**config.mk**
```make
export PLATFORM = sky130hd
export DESIGN_NAME = mem_access_unit_flat
export DESIGN_NICKNAME = d
export VERILOG_FILES = /design/src/rtl/mem_access_unit_if.sv /design/src/rtl/mem_access_unit.sv /design/src/flat_wrapper.sv
export SDC_FILE = /design/constraint.sdc
export NUM_CORES = 1
export LEC_CHECK = 0
export CORE_ASPECT_RATIO = 0.9
export CORE_UTILIZATION = 40
export DETAILED_ROUTE_END_ITERATION = 12
export DONT_BUFFER_PORTS = 1
export PLACE_DENSITY = 0.54
export SLEW_MARGIN = 20
export SYNTH_ARGS = -nofsm -noshare
export SYNTH_HDL_FRONTEND = slang
export SYNTH_SLANG_ARGS = --single-unit
```
**constraint.sdc**
```tcl
create_clock -name clk -period 2.8 [get_ports clk]
set_input_delay 0.28 -clock clk [delete_from_list [all_inputs] [get_ports clk]]
set_output_delay 0.28 -clock clk [all_outputs]
set_load 0.01 [all_outputs]
```
**src/rtl/mem_access_unit_if.sv**
```systemverilog
// rtl/mem_access_unit_if.sv - request, data-memory and write-back signal bundle for mem_access_unit
interface mem_access_unit_if;
  logic        req_valid;
  logic        req_mem;
  logic        req_write;
  logic [1:0]  req_size;
  logic        req_unsigned;
  logic [31:0] req_addr;
  logic [31:0] req_wdata;
  logic [4:0]  req_rd;
  logic        req_regwrite;
  logic        stall;
  logic [31:0] mem_addr;
  logic [31:0] mem_wdata;
  logic [31:0] mem_rdata;
  logic        mem_read;
  logic        mem_write;
  logic        wb_valid;
  logic [31:0] wb_data;
  logic [4:0]  wb_rd;
  logic        wb_regwrite;
  logic        access_err;

  modport slave (
    input  req_valid, req_mem, req_write, req_size, req_unsigned,
           req_addr, req_wdata, req_rd, req_regwrite, mem_rdata,
    output stall, mem_addr, mem_wdata, mem_read, mem_write,
           wb_valid, wb_data, wb_rd, wb_regwrite, access_err
  );

  modport master (
    output req_valid, req_mem, req_write, req_size, req_unsigned,
           req_addr, req_wdata, req_rd, req_regwrite, mem_rdata,
    input  stall, mem_addr, mem_wdata, mem_read, mem_write,
           wb_valid, wb_data, wb_rd, wb_regwrite, access_err
  );
endinterface

```
**src/rtl/mem_access_unit.sv**
```systemverilog
// rtl/mem_access_unit.sv - MEM-stage controller: big-endian sub-word loads, RMW sub-word stores
module mem_access_unit #(
  parameter int unsigned DEPTH = 32
) (
  input logic              clk,
  input logic              reset,
  mem_access_unit_if.slave bus
);

  localparam logic [31:0] DEPTH_W = 32'(DEPTH);

  typedef enum logic {IDLE, RMW_WR} state_t;

  state_t      state_q, state_d;
  logic [31:0] hold_word_q, hold_word_d;
  logic [29:0] hold_idx_q, hold_idx_d;
  logic        wb_valid_q, wb_valid_d;
  logic        wb_regwrite_q, wb_regwrite_d;
  logic [31:0] wb_data_q, wb_data_d;
  logic [4:0]  wb_rd_q, wb_rd_d;
  logic        access_err_q, access_err_d;

  logic [29:0] word_idx;
  logic        is_byte, is_half, is_word;
  logic        misaligned, out_of_range;
  logic        accept, mem_op, err, ok_op;
  logic        do_load, do_wstore, do_sstore;
  logic [7:0]  byte_lane;
  logic [15:0] half_lane;
  logic [31:0] load_data;
  logic [31:0] merged;

  assign word_idx     = bus.req_addr[31:2];
  assign is_byte      = (bus.req_size == 2'b00);
  assign is_half      = (bus.req_size == 2'b01);
  assign is_word      = bus.req_size[1];
  assign misaligned   = (is_half & bus.req_addr[0]) | (is_word & (bus.req_addr[1:0] != 2'b00));
  assign out_of_range = ({2'b00, word_idx} >= DEPTH_W);

  // Requests are only taken in IDLE; the held store is ignored during RMW_WR.
  assign accept    = (state_q == IDLE) & bus.req_valid & ~reset;
  assign mem_op    = accept & bus.req_mem;
  assign err       = mem_op & (misaligned | out_of_range);
  assign ok_op     = mem_op & ~err;
  assign do_load   = ok_op & ~bus.req_write;
  assign do_wstore = ok_op & bus.req_write & is_word;
  assign do_sstore = ok_op & bus.req_write & ~is_word;

  always_comb begin
    byte_lane = 8'h00;
    case (bus.req_addr[1:0])
      2'b00:   byte_lane = bus.mem_rdata[31:24];
      2'b01:   byte_lane = bus.mem_rdata[23:16];
      2'b10:   byte_lane = bus.mem_rdata[15:8];
      default: byte_lane = bus.mem_rdata[7:0];
    endcase
    half_lane = bus.req_addr[1] ? bus.mem_rdata[15:0] : bus.mem_rdata[31:16];

    load_data = bus.mem_rdata;
    if (is_byte) begin
      load_data = bus.req_unsigned ? {24'h000000, byte_lane} : {{24{byte_lane[7]}}, byte_lane};
    end else if (is_half) begin
      load_data = bus.req_unsigned ? {16'h0000, half_lane} : {{16{half_lane[15]}}, half_lane};
    end
  end

  always_comb begin
    merged = bus.mem_rdata;
    if (is_byte) begin
      case (bus.req_addr[1:0])
        2'b00:   merged[31:24] = bus.req_wdata[7:0];
        2'b01:   merged[23:16] = bus.req_wdata[7:0];
        2'b10:   merged[15:8]  = bus.req_wdata[7:0];
        default: merged[7:0]   = bus.req_wdata[7:0];
      endcase
    end else if (bus.req_addr[1]) begin
      merged[15:0] = bus.req_wdata[15:0];
    end else begin
      merged[31:16] = bus.req_wdata[15:0];
    end
  end

  assign bus.stall     = do_sstore;
  assign bus.mem_read  = do_load | do_sstore;
  assign bus.mem_write = ((state_q == RMW_WR) & ~reset) | do_wstore;
  assign bus.mem_addr  = (state_q == RMW_WR) ? {2'b00, hold_idx_q} : {2'b00, word_idx};
  assign bus.mem_wdata = (state_q == RMW_WR) ? hold_word_q : bus.req_wdata;

  always_comb begin
    state_d       = state_q;
    hold_word_d   = hold_word_q;
    hold_idx_d    = hold_idx_q;
    wb_valid_d    = 1'b0;
    wb_regwrite_d = 1'b0;
    wb_data_d     = wb_data_q;
    wb_rd_d       = wb_rd_q;
    access_err_d  = 1'b0;

    if (state_q == RMW_WR) begin
      state_d    = IDLE;
      wb_valid_d = 1'b1;
      wb_data_d  = 32'h0;
    end else if (bus.req_valid) begin
      wb_rd_d = bus.req_rd;
      if (!bus.req_mem) begin
        wb_valid_d    = 1'b1;
        wb_regwrite_d = bus.req_regwrite;
        wb_data_d     = bus.req_addr;
      end else if (err) begin
        wb_valid_d   = 1'b1;
        wb_data_d    = 32'h0;
        access_err_d = 1'b1;
      end else if (!bus.req_write) begin
        wb_valid_d    = 1'b1;
        wb_regwrite_d = bus.req_regwrite;
        wb_data_d     = load_data;
      end else if (is_word) begin
        wb_valid_d = 1'b1;
        wb_data_d  = 32'h0;
      end else begin
        state_d     = RMW_WR;
        hold_word_d = merged;
        hold_idx_d  = word_idx;
      end
    end
  end

  always_ff @(posedge clk) begin
    if (reset) begin
      state_q       <= IDLE;
      hold_word_q   <= 32'h0;
      hold_idx_q    <= 30'h0;
      wb_valid_q    <= 1'b0;
      wb_regwrite_q <= 1'b0;
      wb_data_q     <= 32'h0;
      wb_rd_q       <= 5'h00;
      access_err_q  <= 1'b0;
    end else begin
      state_q       <= state_d;
      hold_word_q   <= hold_word_d;
      hold_idx_q    <= hold_idx_d;
      wb_valid_q    <= wb_valid_d;
      wb_regwrite_q <= wb_regwrite_d;
      wb_data_q     <= wb_data_d;
      wb_rd_q       <= wb_rd_d;
      access_err_q  <= access_err_d;
    end
  end

  assign bus.wb_valid    = wb_valid_q;
  assign bus.wb_regwrite = wb_regwrite_q;
  assign bus.wb_data     = wb_data_q;
  assign bus.wb_rd       = wb_rd_q;
  assign bus.access_err  = access_err_q;

endmodule

```
**src/flat_wrapper.sv**
```systemverilog
// flat-port wrapper written by rule: the top's interface ports become plain ports
module mem_access_unit_flat 
#(
  parameter int unsigned DEPTH = 32
)
  (clk, reset, bus_req_valid, bus_req_mem, bus_req_write, bus_req_size, bus_req_unsigned, bus_req_addr, bus_req_wdata, bus_req_rd, bus_req_regwrite, bus_mem_rdata, bus_stall, bus_mem_addr, bus_mem_wdata, bus_mem_read, bus_mem_write, bus_wb_valid, bus_wb_data, bus_wb_rd, bus_wb_regwrite, bus_access_err);
  mem_access_unit_if bus_i ();
  input logic clk;
  input logic reset;
  input wire logic [$bits(bus_i.req_valid)-1:0] bus_req_valid;
  input wire logic [$bits(bus_i.req_mem)-1:0] bus_req_mem;
  input wire logic [$bits(bus_i.req_write)-1:0] bus_req_write;
  input wire logic [$bits(bus_i.req_size)-1:0] bus_req_size;
  input wire logic [$bits(bus_i.req_unsigned)-1:0] bus_req_unsigned;
  input wire logic [$bits(bus_i.req_addr)-1:0] bus_req_addr;
  input wire logic [$bits(bus_i.req_wdata)-1:0] bus_req_wdata;
  input wire logic [$bits(bus_i.req_rd)-1:0] bus_req_rd;
  input wire logic [$bits(bus_i.req_regwrite)-1:0] bus_req_regwrite;
  input wire logic [$bits(bus_i.mem_rdata)-1:0] bus_mem_rdata;
  output wire logic [$bits(bus_i.stall)-1:0] bus_stall;
  output wire logic [$bits(bus_i.mem_addr)-1:0] bus_mem_addr;
  output wire logic [$bits(bus_i.mem_wdata)-1:0] bus_mem_wdata;
  output wire logic [$bits(bus_i.mem_read)-1:0] bus_mem_read;
  output wire logic [$bits(bus_i.mem_write)-1:0] bus_mem_write;
  output wire logic [$bits(bus_i.wb_valid)-1:0] bus_wb_valid;
  output wire logic [$bits(bus_i.wb_data)-1:0] bus_wb_data;
  output wire logic [$bits(bus_i.wb_rd)-1:0] bus_wb_rd;
  output wire logic [$bits(bus_i.wb_regwrite)-1:0] bus_wb_regwrite;
  output wire logic [$bits(bus_i.access_err)-1:0] bus_access_err;
  assign bus_i.req_valid = bus_req_valid;
  assign bus_i.req_mem = bus_req_mem;
  assign bus_i.req_write = bus_req_write;
  assign bus_i.req_size = bus_req_size;
  assign bus_i.req_unsigned = bus_req_unsigned;
  assign bus_i.req_addr = bus_req_addr;
  assign bus_i.req_wdata = bus_req_wdata;
  assign bus_i.req_rd = bus_req_rd;
  assign bus_i.req_regwrite = bus_req_regwrite;
  assign bus_i.mem_rdata = bus_mem_rdata;
  assign bus_stall = bus_i.stall;
  assign bus_mem_addr = bus_i.mem_addr;
  assign bus_mem_wdata = bus_i.mem_wdata;
  assign bus_mem_read = bus_i.mem_read;
  assign bus_mem_write = bus_i.mem_write;
  assign bus_wb_valid = bus_i.wb_valid;
  assign bus_wb_data = bus_i.wb_data;
  assign bus_wb_rd = bus_i.wb_rd;
  assign bus_wb_regwrite = bus_i.wb_regwrite;
  assign bus_access_err = bus_i.access_err;
  mem_access_unit #(.DEPTH(DEPTH)) u_core (.clk(clk), .reset(reset), .bus(bus_i));
endmodule
```
==> key figures <==
Outcome
  • Status: completed

Power
  • Clk network pwr share: between 30% and 40%
  • Internal power: around 2.4 mW
  • Comb pwr share: between 10% and 20%
  • Sw frac: between 20 and 30%
  • Final Total Pwr: between 3 and 4 mW
  • Pwr dens: approximately 500 nW/um^2
  • Static Leak: 2.08 nW
  • Sw Pwr: ~0.91 mW
  • Peak VDD IR: approximately 330 uV
  • Register share of total power: about half

Synth
  • Post-synthesis mux area share: about an eighth
  • Yosys top cell area share: 33.4%
  • Area leader, netlist: dfxtp_1
  • Syn avg cell area: 8.18 sq um
  • Post-synth EDFFs: 0
  • Top_reg_cell synth: dfxtp_1
  • Xor/xnor cell area share of the yosys netlist: 0%
  • Most instantiated library cell after synthesis: dfxtp_1
  • Leading post-synthesis cells by cell area: dfxtp_1 (33%), mux2_2 (11%), a21oi_1 (6.8%)
  • Warnings, synthesis: 0
  • Sequential fraction of the synthesis area: between 30% and 40%
  • Largest family of logic cells by synthesized area: compound AO/OA/AOI/OAI gates
  • Post-synthesis register bit count: about 100
  • Synth async-reset ratio: 0%
  • Post-Synth Adder-Cell Area: 0%
  • Simple-gate share of the synthesized area: 20.0%
  • Complex-gate fraction of the synthesized area: 27.1%
  • Cell variety after synth: 46
  • Commonest cells post-synth: dfxtp_1 (103), a21oi_1 (84), o21ai_0 (67)
  • Syn Inst Count: 755
  • Cell area after synthesis: a little over 6000 sq um

Clock network
  • Clock transition at path regs: 0.07 ns
  • Clock Latency Late Sink: ~0.35 ns
  • Inserted Clock Buffers: 9
  • Clk buf depth: 2
  • Setup Buffers After CTS: 0
  • H-tree Lvls: 3
  • Sink Count: 103
  • TritonCTS clock tree: yes
  • Root buf cell: clkbuf_16

Detailed routing
  • Final WL: 22.0 mm
  • Wire per inst: 24.4 um
  • Iteration-0 DRC Markers: a little over 500
  • DRC viols: 0
  • Drt pass-1 iters: 5
  • Drt via density: about 6.5
  • Antenna-violating nets left: 0
  • Via count: 5866

Worst setup path
  • Cell class contributing the biggest share of worst-path delay: buffers and inverters
  • Crit start category: flip-flop
  • CP arrival: ~2.6 ns
  • CP bufs+invs: 2
  • Critical Path Fanout Max: 39
  • CP Class: reg2reg
  • Crit-path slowest cell: inv_2
  • CP max stage delay: 0.47 ns
  • Crit-path cells: nor2_2 > o2111ai_4 > inv_2 > buf_4 > o21ai_0 > a21oi_1
  • Worst path required time: between 3 and 4 ns
  • CP endpoint kind: flip-flop

Placed design
  • Final HPWL DP: about 15 mm
  • # port buffers: 0
  • Area after DPL: roughly 6000 sq um
  • Routability cong.: 0.878

Floorplan
  • Die Wd: 133 um
  • Die Y: roughly 120 um
  • Core Region: between 10000 and 15000 sq um
  • I/O pins: ~220
  • Rows: 42
  • Initial Util: between 40% and 50%
  • Die area: 15900 sq um

STA
  • Clk_skew: ~0.0054 ns
  • Rel. slew slack: 52.0%
  • Fmax: approximately 0.43 GHz
  • Fin. max-slew vios: 0
  • RSZ-0062 raised after global routing: no
  • Setup TNS: 0 ns
  • Final Hold Vio Count: 0
  • # setup viols final: 0
  • Final worst path period share: 83.5%
  • Slew of the pin with the lowest slew margin: ~0.7 ns
  • Fin crit period: approximately 2.3 ns

Run
  • Max Cap Viol: 0

Min path
  • Hold Path Class: in2reg

Final layout
  • Number of fill cells: approximately 1500
  • Finished Cell Area: ~6500 sq um
  • Share of layout cells above drive strength 1: between 10% and 20%
  • Final Core Density: a little over two fifths
  • Area growth syn-to-layout: 5.37%
  • ANT cells: 0
  • Nets: approximately 800

Global routing
  • Wire length of the first global-routing pass: 32.7 mm
  • Total GRT Usage: ~27%
  • Largest net degree at the start of global routing: 80
  • Vias in the first global route: 5338
  • Antenna violations before repair: 0
  • GRT overflow: 0
placed cells by master (no fill, tap or decap), types with 6 or more instances in the layout:
| cell type | Yosys | layout |
|---|---|---|
| o31ai_1 | 6 | 6 |
| nor2b_1 | 11 | 11 |
| a21oi_1 | 84 | 84 |
| nand2b_1 | 52 | 52 |
| nor2_1 | 13 | 13 |
| o211ai_1 | 6 | 6 |
| dfxtp_1 | 103 | 102 |
| o22a_1 | 8 | 8 |
| inv_1 | 9 | 9 |
| o22ai_1 | 18 | 18 |
| nor3_1 | 29 | 29 |
| mux2_2 | 59 | 59 |
| nand3_1 | 66 | 65 |
| mux2i_1 | 12 | 12 |
| o21ai_0 | 67 | 67 |
| a311oi_1 | 41 | 41 |
| buf_4 | 2 | 12 |
| o221ai_1 | 6 | 6 |
| or3_1 | 12 | 12 |
| nand2_1 | 26 | 26 |
| o2111ai_1 | 8 | 8 |
| clkbuf_16 | 0 | 9 |
worst register-to-register path, stage by stage (launching register included):
cell and delay [ns]:
dfxtp_4 0.45, nor2_2 0.43, o2111ai_4 0.22, inv_2 0.47, buf_4 0.37, o21ai_0 0.15
a21oi_1 0.18
cell families after synthesis:
kind of cell | count (synthesis)
DFF | 103
other | 1
and+or+nand+nor | 226
AOI/OAI and AO/OA | 259
muxes | 71
buffers and inverters | 95
final cells by class:
class                      instances  area, sq um  area share, %
clock buffer                      14          274           4.21
clock inverter                     2         13.8          0.212
inverter                          10         37.5          0.577
multi-input combinational        558         3710           57.0
sequential                       103         2070           31.7
tap                              198          248           3.81
timing repair buffer              16          158           2.42
power by group through the flow:
stage	Sequential, mW	Clock (mW)	Combinational (mW)
6_report	1.60	1.24	0.482
5_1_grt	1.61	1.33	0.525
4_1_cts	1.60	1.26	0.478
3_5_place_dp	1.64	0	0.451
3_3_place_gp	1.64	0	0.445
2_1_floorplan	1.62	0	0.418
per-layer routing:
layer	routed length, um	GRT usage, %
met1	9440	36.7
met2	9970	41.5
met3	2350	8.32
met4	235	7.18
met5	0	0
flip-flops by register name, summed over array words and instances, names as in the netlist:
signal,flops
u_core.hold_word_q,32
u_core.bus.access_err,1
u_core.bus.wb_regwrite,1
u_core.bus.wb_data,32
u_core.state_q,1
u_core.hold_idx_q,30
u_core.bus.wb_valid,1
u_core.bus.wb_rd,5
metrics by stage:
step                      instances  hold slack [ns]  setup slack [ns]
final                           901           0.0173             0.461
after global routing            901          0.00590             0.292
after CTS                       901          0.00780             0.461
after detailed placement        882            0.358             0.488
after global placement          882            0.357             0.544
after floorplan                 756            0.408             0.868
repair_timing:
item,CTS,global route
setup endpoints to repair,0,0
gates resized for setup,0,0
hold endpoints to repair,62,0
hold buffers,3,0
final timing paths:
path              slack [ns]  cells past startpoint                                   to                                 from
hold / removal          0.02                      1    u_core.bus.wb_regwrite$_SDFF_PP0_                          bus_req_mem
setup / recovery        0.46                      6   u_core.hold_idx_q[17]$_SDFFE_PP0P_            u_core.state_q$_SDFF_PP0_
setup reg to reg        0.46                      6   u_core.hold_idx_q[17]$_SDFFE_PP0P_            u_core.state_q$_SDFF_PP0_
hold reg to reg         0.48                      2  u_core.hold_word_q[28]$_SDFFE_PP0P_  u_core.hold_word_q[28]$_SDFFE_PP0P_
Note: power is estimated with default switching activity, not from simulation.
